## config.mk

```make
export PLATFORM = sky130hd
export DESIGN_NAME = bsr_piso_stream
export DESIGN_NICKNAME = d
export VERILOG_FILES = /design/src/rtl/bsr_piso_pkg.sv /design/src/rtl/piso_bit_cnt.sv /design/src/rtl/bsr_piso_stream.sv
export SDC_FILE = /design/constraint.sdc
export NUM_CORES = 1
export LEC_CHECK = 0
export CAP_MARGIN = 10
export CORE_MARGIN = 3
export CORE_UTILIZATION = 51
export DETAILED_ROUTE_END_ITERATION = 6
export GPL_ROUTABILITY_DRIVEN = 0
export MAX_ROUTING_LAYER = met4
export PLACE_DENSITY_LB_ADDON = 0.1
export RECOVER_POWER = 25
export SKIP_CTS_REPAIR_TIMING = 1
export SYNTH_ARGS = -nofsm -noshare
export SYNTH_HDL_FRONTEND = slang
export SYNTH_SLANG_ARGS = --single-unit
```

## constraint.sdc

```tcl
create_clock -name clk -period 3.88 [get_ports clk]
set_input_delay 0.97 -clock clk [delete_from_list [all_inputs] [get_ports clk]]
set_output_delay 0.97 -clock clk [all_outputs]
set_load 0.02 [all_outputs]
```

## src/rtl/bsr_piso_pkg.sv

```systemverilog
// bsr_piso_pkg: shared direction constants and state encoding for the PISO stream family
package bsr_piso_pkg;
  localparam logic DIR_RIGHT = 1'b0;
  localparam logic DIR_LEFT  = 1'b1;
  typedef enum logic [1:0] {IDLE, SHIFT, PAR} state_t;
endpackage

```

## src/rtl/piso_bit_cnt.sv

```systemverilog
// piso_bit_cnt: loadable down-counter with zero flag
module piso_bit_cnt
  import bsr_piso_pkg::*;
#(
  parameter int CNT_W = 4
) (
  input  logic             clk,
  input  logic             rst,
  input  logic             load,
  input  logic             dec,
  input  logic [CNT_W-1:0] init,
  output logic [CNT_W-1:0] cnt,
  output logic             zero
);
  // load wins over decrement; counter holds otherwise
  always_ff @(posedge clk or negedge rst)
    if (!rst) cnt <= '0;
    else if (load) cnt <= init;
    else if (dec) cnt <= cnt - CNT_W'(1);
  assign zero = (cnt == '0);
endmodule

```

## src/rtl/bsr_piso_stream.sv

```systemverilog
// bsr_piso_stream: WIDTH-bit bidirectional PISO with load handshake and stall; optional BSR_PISO_PARITY_EN parity bit
module bsr_piso_stream
  import bsr_piso_pkg::*;
#(
  parameter int WIDTH = 8,
  parameter int CNT_W = $clog2(WIDTH + 1)
) (
  input  logic             clk,
  input  logic             rst,
  input  logic [WIDTH-1:0] pin,
  input  logic             mode,
  input  logic             load_valid,
  output logic             load_ready,
  input  logic             shift_en,
  output logic             sout,
  output logic             sout_valid,
  output logic             busy,
  output logic             frame_done
);
`ifdef BSR_PISO_PARITY_EN
  localparam state_t LAST_NX = PAR;
  logic par;
`else
  localparam state_t LAST_NX = IDLE;
`endif
  state_t state, state_nx;
  logic [WIDTH-1:0] shreg;
  logic [CNT_W-1:0] cnt;
  logic dir, zero, step, accept, done_ev, data_bit;
  assign step = (state == SHIFT) && shift_en;
  // state register
  always_ff @(posedge clk or negedge rst)
    if (!rst) state <= IDLE;
    else state <= state_nx;
  // handshake, frame completion and next state
  always_comb begin
    load_ready = 1'b0;
    done_ev = 1'b0;
`ifdef BSR_PISO_PARITY_EN
    load_ready = (state == IDLE) || ((state == PAR) && shift_en);
    done_ev = (state == PAR) && shift_en;
`else
    load_ready = (state == IDLE) || (step && zero);
    done_ev = step && zero;
`endif
    accept = load_valid && load_ready;
    state_nx = accept ? SHIFT : (step && zero) ? LAST_NX : ((state == PAR) && shift_en) ? IDLE : state;
  end
  // shift register, latched direction/parity and registered done pulse
  always_ff @(posedge clk or negedge rst)
    if (!rst) begin
      shreg <= '0;
      dir <= DIR_RIGHT;
      frame_done <= 1'b0;
`ifdef BSR_PISO_PARITY_EN
      par <= 1'b0;
`endif
    end else begin
      frame_done <= done_ev;
      if (accept) begin
        shreg <= pin;
        dir <= mode;
`ifdef BSR_PISO_PARITY_EN
        par <= ^pin;
`endif
      end else if (step)
        shreg <= zero ? '0 : (dir == DIR_LEFT) ? {shreg[WIDTH-2:0], 1'b0} : {1'b0, shreg[WIDTH-1:1]};
    end
  piso_bit_cnt #(.CNT_W(CNT_W)) u_cnt (
    .clk (clk),
    .rst (rst),
    .load(accept),
    .dec (step && !zero),
    .init(CNT_W'(WIDTH - 1)),
    .cnt (cnt),
    .zero(zero)
  );
  assign data_bit = (dir == DIR_LEFT) ? shreg[WIDTH-1] : shreg[0];
`ifdef BSR_PISO_PARITY_EN
  assign sout = (state == PAR) ? par : data_bit;
`else
  assign sout = data_bit;
`endif
  assign sout_valid = (state != IDLE);
  assign busy = (state != IDLE);
endmodule

```

After elaboration in Yosys (flattened, before gate mapping)
Cells that the tools add are included.
{"block": "word_totals", "reg_bits": 16, "word_cells": 31, "inputBits": 13, "out_inout_bits": 5}
{"block": "op_classes", "mux": 10, "reduce_logical": 13, "addsub": 1, "n_eq_ne": 2}
{"cell": "two-way mux 8 bit", "n": 4}
{"cell": "two-way mux 4 bit", "n": 2}
{"cell": "two-way mux 2 bit", "n": 3}
{"cell": "nonzero test 2 bit", "n": 3}
{"cell": "logical AND 1 bit", "n": 5}
{"cell": "logical NOT 4 bit", "n": 1}
{"cell": "subtractor 4 x 1 -> 4 bit (second input constant)", "n": 1}
{"cell": "nonzero test 3 bit", "n": 1}
{"cell": "== test 2 x 1 -> 1 bit (second input constant)", "n": 1}
{"cell": "== test 2 bit (second input constant)", "n": 1}
{"cell": "logical NOT 2 bit", "n": 1}
{"cell": "logical NOT 1 bit", "n": 1}
{"cell": "logical OR 1 bit", "n": 1}
{"cell": "two-way mux 1 bit", "n": 1}

Depth between registers and ports, before layout
{"block": "logic_depth", "depth_word": 6, "depth_mapped": 5, "mapped_depth_nobuf": 5}

Hierarchy
A second synthesis with hierarchy kept.
{"block": "hier_totals", "hier_cells": 70, "area_unflattened_um2": 835.8}
{"module": "bsr_piso_stream", "n_inst": 1, "seq_area_each_um2": 275.3, "cells_each": 49, "area_per_inst_um2": 605.6}
{"module": "piso_bit_cnt", "n_inst": 1, "seq_area_each_um2": 100.1, "cells_each": 21, "area_per_inst_um2": 230.2}

Least setup slack after synthesis
Ideal clock, no wire load.
{"block": "synth_timing", "path_kind": "in2out", "start": "in shift_en", "end": "out load_ready", "cell_stages": 2, "required_ns": 2.910, "n_path_buf": 0, "path_slack_ns": 1.605, "arrival_time_ns": 1.305, "cell_sequence": "nand4bb_1 > nand2_1"}
{"block": "synth_between", "elab_chain_cells": 3}
{"item": "start: declaration", "line_no": "bsr_piso_stream.sv:14", "source": "input logic shift_en,"}
{"item": "logical AND 1 bit", "line_no": "bsr_piso_stream.sv:30", "source": "assign step = (state == SHIFT) && shift_en;"}
{"item": "logical AND 1 bit", "line_no": "bsr_piso_stream.sv:43", "source": "load_ready = (state == IDLE) || (step && zero);"}
{"item": "logical OR 1 bit", "line_no": "bsr_piso_stream.sv:43"}
{"item": "end: declaration", "line_no": "bsr_piso_stream.sv:13", "source": "output logic load_ready,"}
No other way between the ends.

Worst setup path in the final report
Ends and elaborated chain as after synthesis.

==> summary.md <==
| Metric | Value |
|---|---|
| Largest family of logic cells by synthesized area | simple AND/OR/NAND/NOR gates |
| Cells after Synth | 80 |
| Die height | 46.88 um |
| Crit path capture type | output port |
| Die area | between 2000 and 2500 um^2 |
| FP Rows | 14 |
| Hold Slack | 0.5624 ns |
| CP startpoint kind | input port |
| GRT overflow | 0 |
| Clock root cell | clkbuf_4 |
| Adder-cell share of the synthesized area | approximately 1.5% |
| Fin Setup TNS | 0 ns |
| Clock Pin Slew Worst Setup and Hold Paths | about 0.09 ns |
| Min cycle time layout | around 3.4 ns |
| Distinct cells, synth | 31 |
| Simple-Gate Fraction of Synth Area | 21.44% |
| Initial Util | 55.28% |
| CTS H-tree depth | 1 |
| Routed len/inst | ~17 um |
| Relative slew slack | approximately a third |
| Share of layout cells above drive strength 1 | around a tenth |
| Core Box Area | between 1500 and 2000 um^2 |
| Total GRT Usage | ~20% |
| Power per cell area | between 600 and 700 nW/um^2 |
| Largest fanout on the critical path | 5 |
| Wirelength, routed | roughly 1900 um |
| Peak VDD IR | about 0.00034 V |
| Clock skew | approximately 0.0059 ns |
| Post-Syn Area | roughly 850 um^2 |
| Leakage | ~0.44 nW |
| Clock sink total | 15 |
| Slew @ Worst Pin | 0.9892 ns |
| Vias per cell | roughly 6 |
| Synth warn | 0 |
| Vias in the first global route | between 500 and 600 |
| Compound-Gate Fraction of Synth Area | ~16% |
| CP Data Required Time | just under 3 ns |
| Fin cells | around 110 |
| Final HPWL DP | about 1300 um |
| Syn_nets | 94 |
| Drt drc | 0 |
| Cell count after placement | ~110 |
| Synthesized flop and latch total | 15 |
| Worst hold path class | register to register |
| Slew Viols, Final | 0 |
| Final hold vios | 0 |
| RSZ-0062 raised after global routing | no |
| Initial antenna violation count | 0 |
| CTS Buf Count | 3 |
| Via Count | 677 |
| Final setup viols | 0 |
| Layout area overhead | 22.03% |
| Syn_area_per_cell | around 11 um^2 |
| MaxCap Viol Count | 0 |
| NumNets Final | between 100 and 150 |
| DRT antenna net count | 0 |
| Most frequent cells in the layout | clkdlybuf4s50_1, dfrtp_1, mux2i_1 |
| Xor/xnor share of the synthesized area | 0% |
| Clock tree buffer depth | 2 |
| Fill count | ~120 |
| DRT iter0 DRCs | 15 |
| # IOs | 18 |
| F_max | 0.2967 GHz |
| Number of port buffers | 17 |
| Most common cell after layout, fill and taps aside | clkdlybuf4s50_1 |
| Register Area | roughly 380 um^2 |
| CP Class | input port to output port |
| Antenna cell count | 0 |
| Largest net degree at the start of global routing | 16 |
| Status | finished clean |
| First-pass DRT Iterations | 4 |
| Multi-input combinational cell area | between 400 and 500 um^2 |
| Chip width | 46.88 um |
| Clk Latency, worst-skew pair | around 0.29 ns |
| CTS tree | yes |
| CP arrival | between 2 and 2.5 ns |
| Global-route wire length before repair | ~2800 um |
| Mux cell area share after synthesis | 12.19% |
| Seq/Total Area, Yosys | 44.05% |
| Tcrit/Tclk final | 86.87% |
==> registers in the layout (all words and copies together), names as in the netlist <==
register,flops
dir,1
u_cnt.cnt,4
shreg,8
frame_done,1
state,1
==> metrics by stage <==
| step | utilization, % | setup WS, ns | instance area (um^2) | power [mW] |
|---|---|---|---|---|
| 2_1_floorplan | - | 1.605 | 852.1 | 0.4845 |
| 3_3_place_gp | 65.67 | 0.5379 | 1012 | 0.5553 |
| 3_5_place_dp | 65.67 | 0.5054 | 1012 | 0.5678 |
| 4_1_cts | 67.45 | 0.5019 | 1040 | 0.6638 |
| 5_1_grt | 67.45 | 0.4243 | 1040 | 0.7059 |
| 6_report | 67.45 | 0.5096 | 1040 | 0.6578 |
==> final cells by class <==
type	instances	area share [%]
clock inverter	1	0.4813
tap	16	1.925
clock buffer	3	2.166
multi-input combinational	56	41.52
timing repair buffer	17	16.37
sequential	15	36.10
inverter	4	1.444
==> path summary, 6_finish.rpt <==
kind | start | cells past startpoint | to | slack [ns]
worst max-delay path | shift_en | 4 | load_ready | 0.51
worst min register to register | shreg[2] | 1 | shreg[2] | 0.56
worst max register to register | state[0] | 3 | u_cnt.cnt[3] | 2.03
worst min-delay path | shreg[2] | 1 | shreg[2] | 0.56
min in group asynchronous | rst | 1 | shreg[7] | 1.15
max in group asynchronous | rst | 1 | u_cnt.cnt[0] | 2.29
==> cell usage after synthesis, drive strengths merged <==
cell type	n	area [um^2]
dfrtp	15	375.4
nand3	2	10.01
inv	4	15.01
mux2	3	33.78
nor3b	2	20.02
nor4bb	1	10.01
or3b	1	8.760
nand2b	2	12.51
a2bb2oi	1	8.760
mux2i	7	70.07
nor3	6	30.03
a221o	6	60.06
o21ai	4	20.01
or3	2	12.51
nand4	1	6.260
ha	1	12.51
nand4bb	1	11.26
nand2	2	7.510
a31oi	2	12.51
a21boi	1	11.26
or4	2	15.01
buf	5	30.02
nor4b	1	15.01
o211ai	2	15.01
a21oi	1	5.000
nand4b	1	8.760
nor2	4	15.01
==> cells by family after synthesis <==
logic type	after synthesis
AO/OA/AOI/OAI	17
buffers and inverters	9
AND/OR/NAND/NOR	28
flip-flops	15
multiplexers	10
adder cells (fa/ha/maj)	1
==> routing by layer <==
metal	global-route usage (%)	share of wire (%)	up-vias
li1	-	-	338
met3	4.981	5.4	4
met5	-	0	-
met4	10.50	1.7	0
met1	25.36	46	316
met2	27.91	47	19
==> critical path, stage by stage <==
cell	delay (ns)
clkdlybuf4s50_1	0.54
nand4bb_1	0.17
nand2_1	0.12
clkdlybuf4s50_1	0.61
==> report_power, final <==
group,leakage (nW),internal (mW),switching (mW)
sequential,0.185,0.216,0.0821
clock,0.0177,0.0383,0.0528
combinational,0.241,0.153,0.116
total,0.443,0.407,0.251
Power figures use the tool's default switching activity.
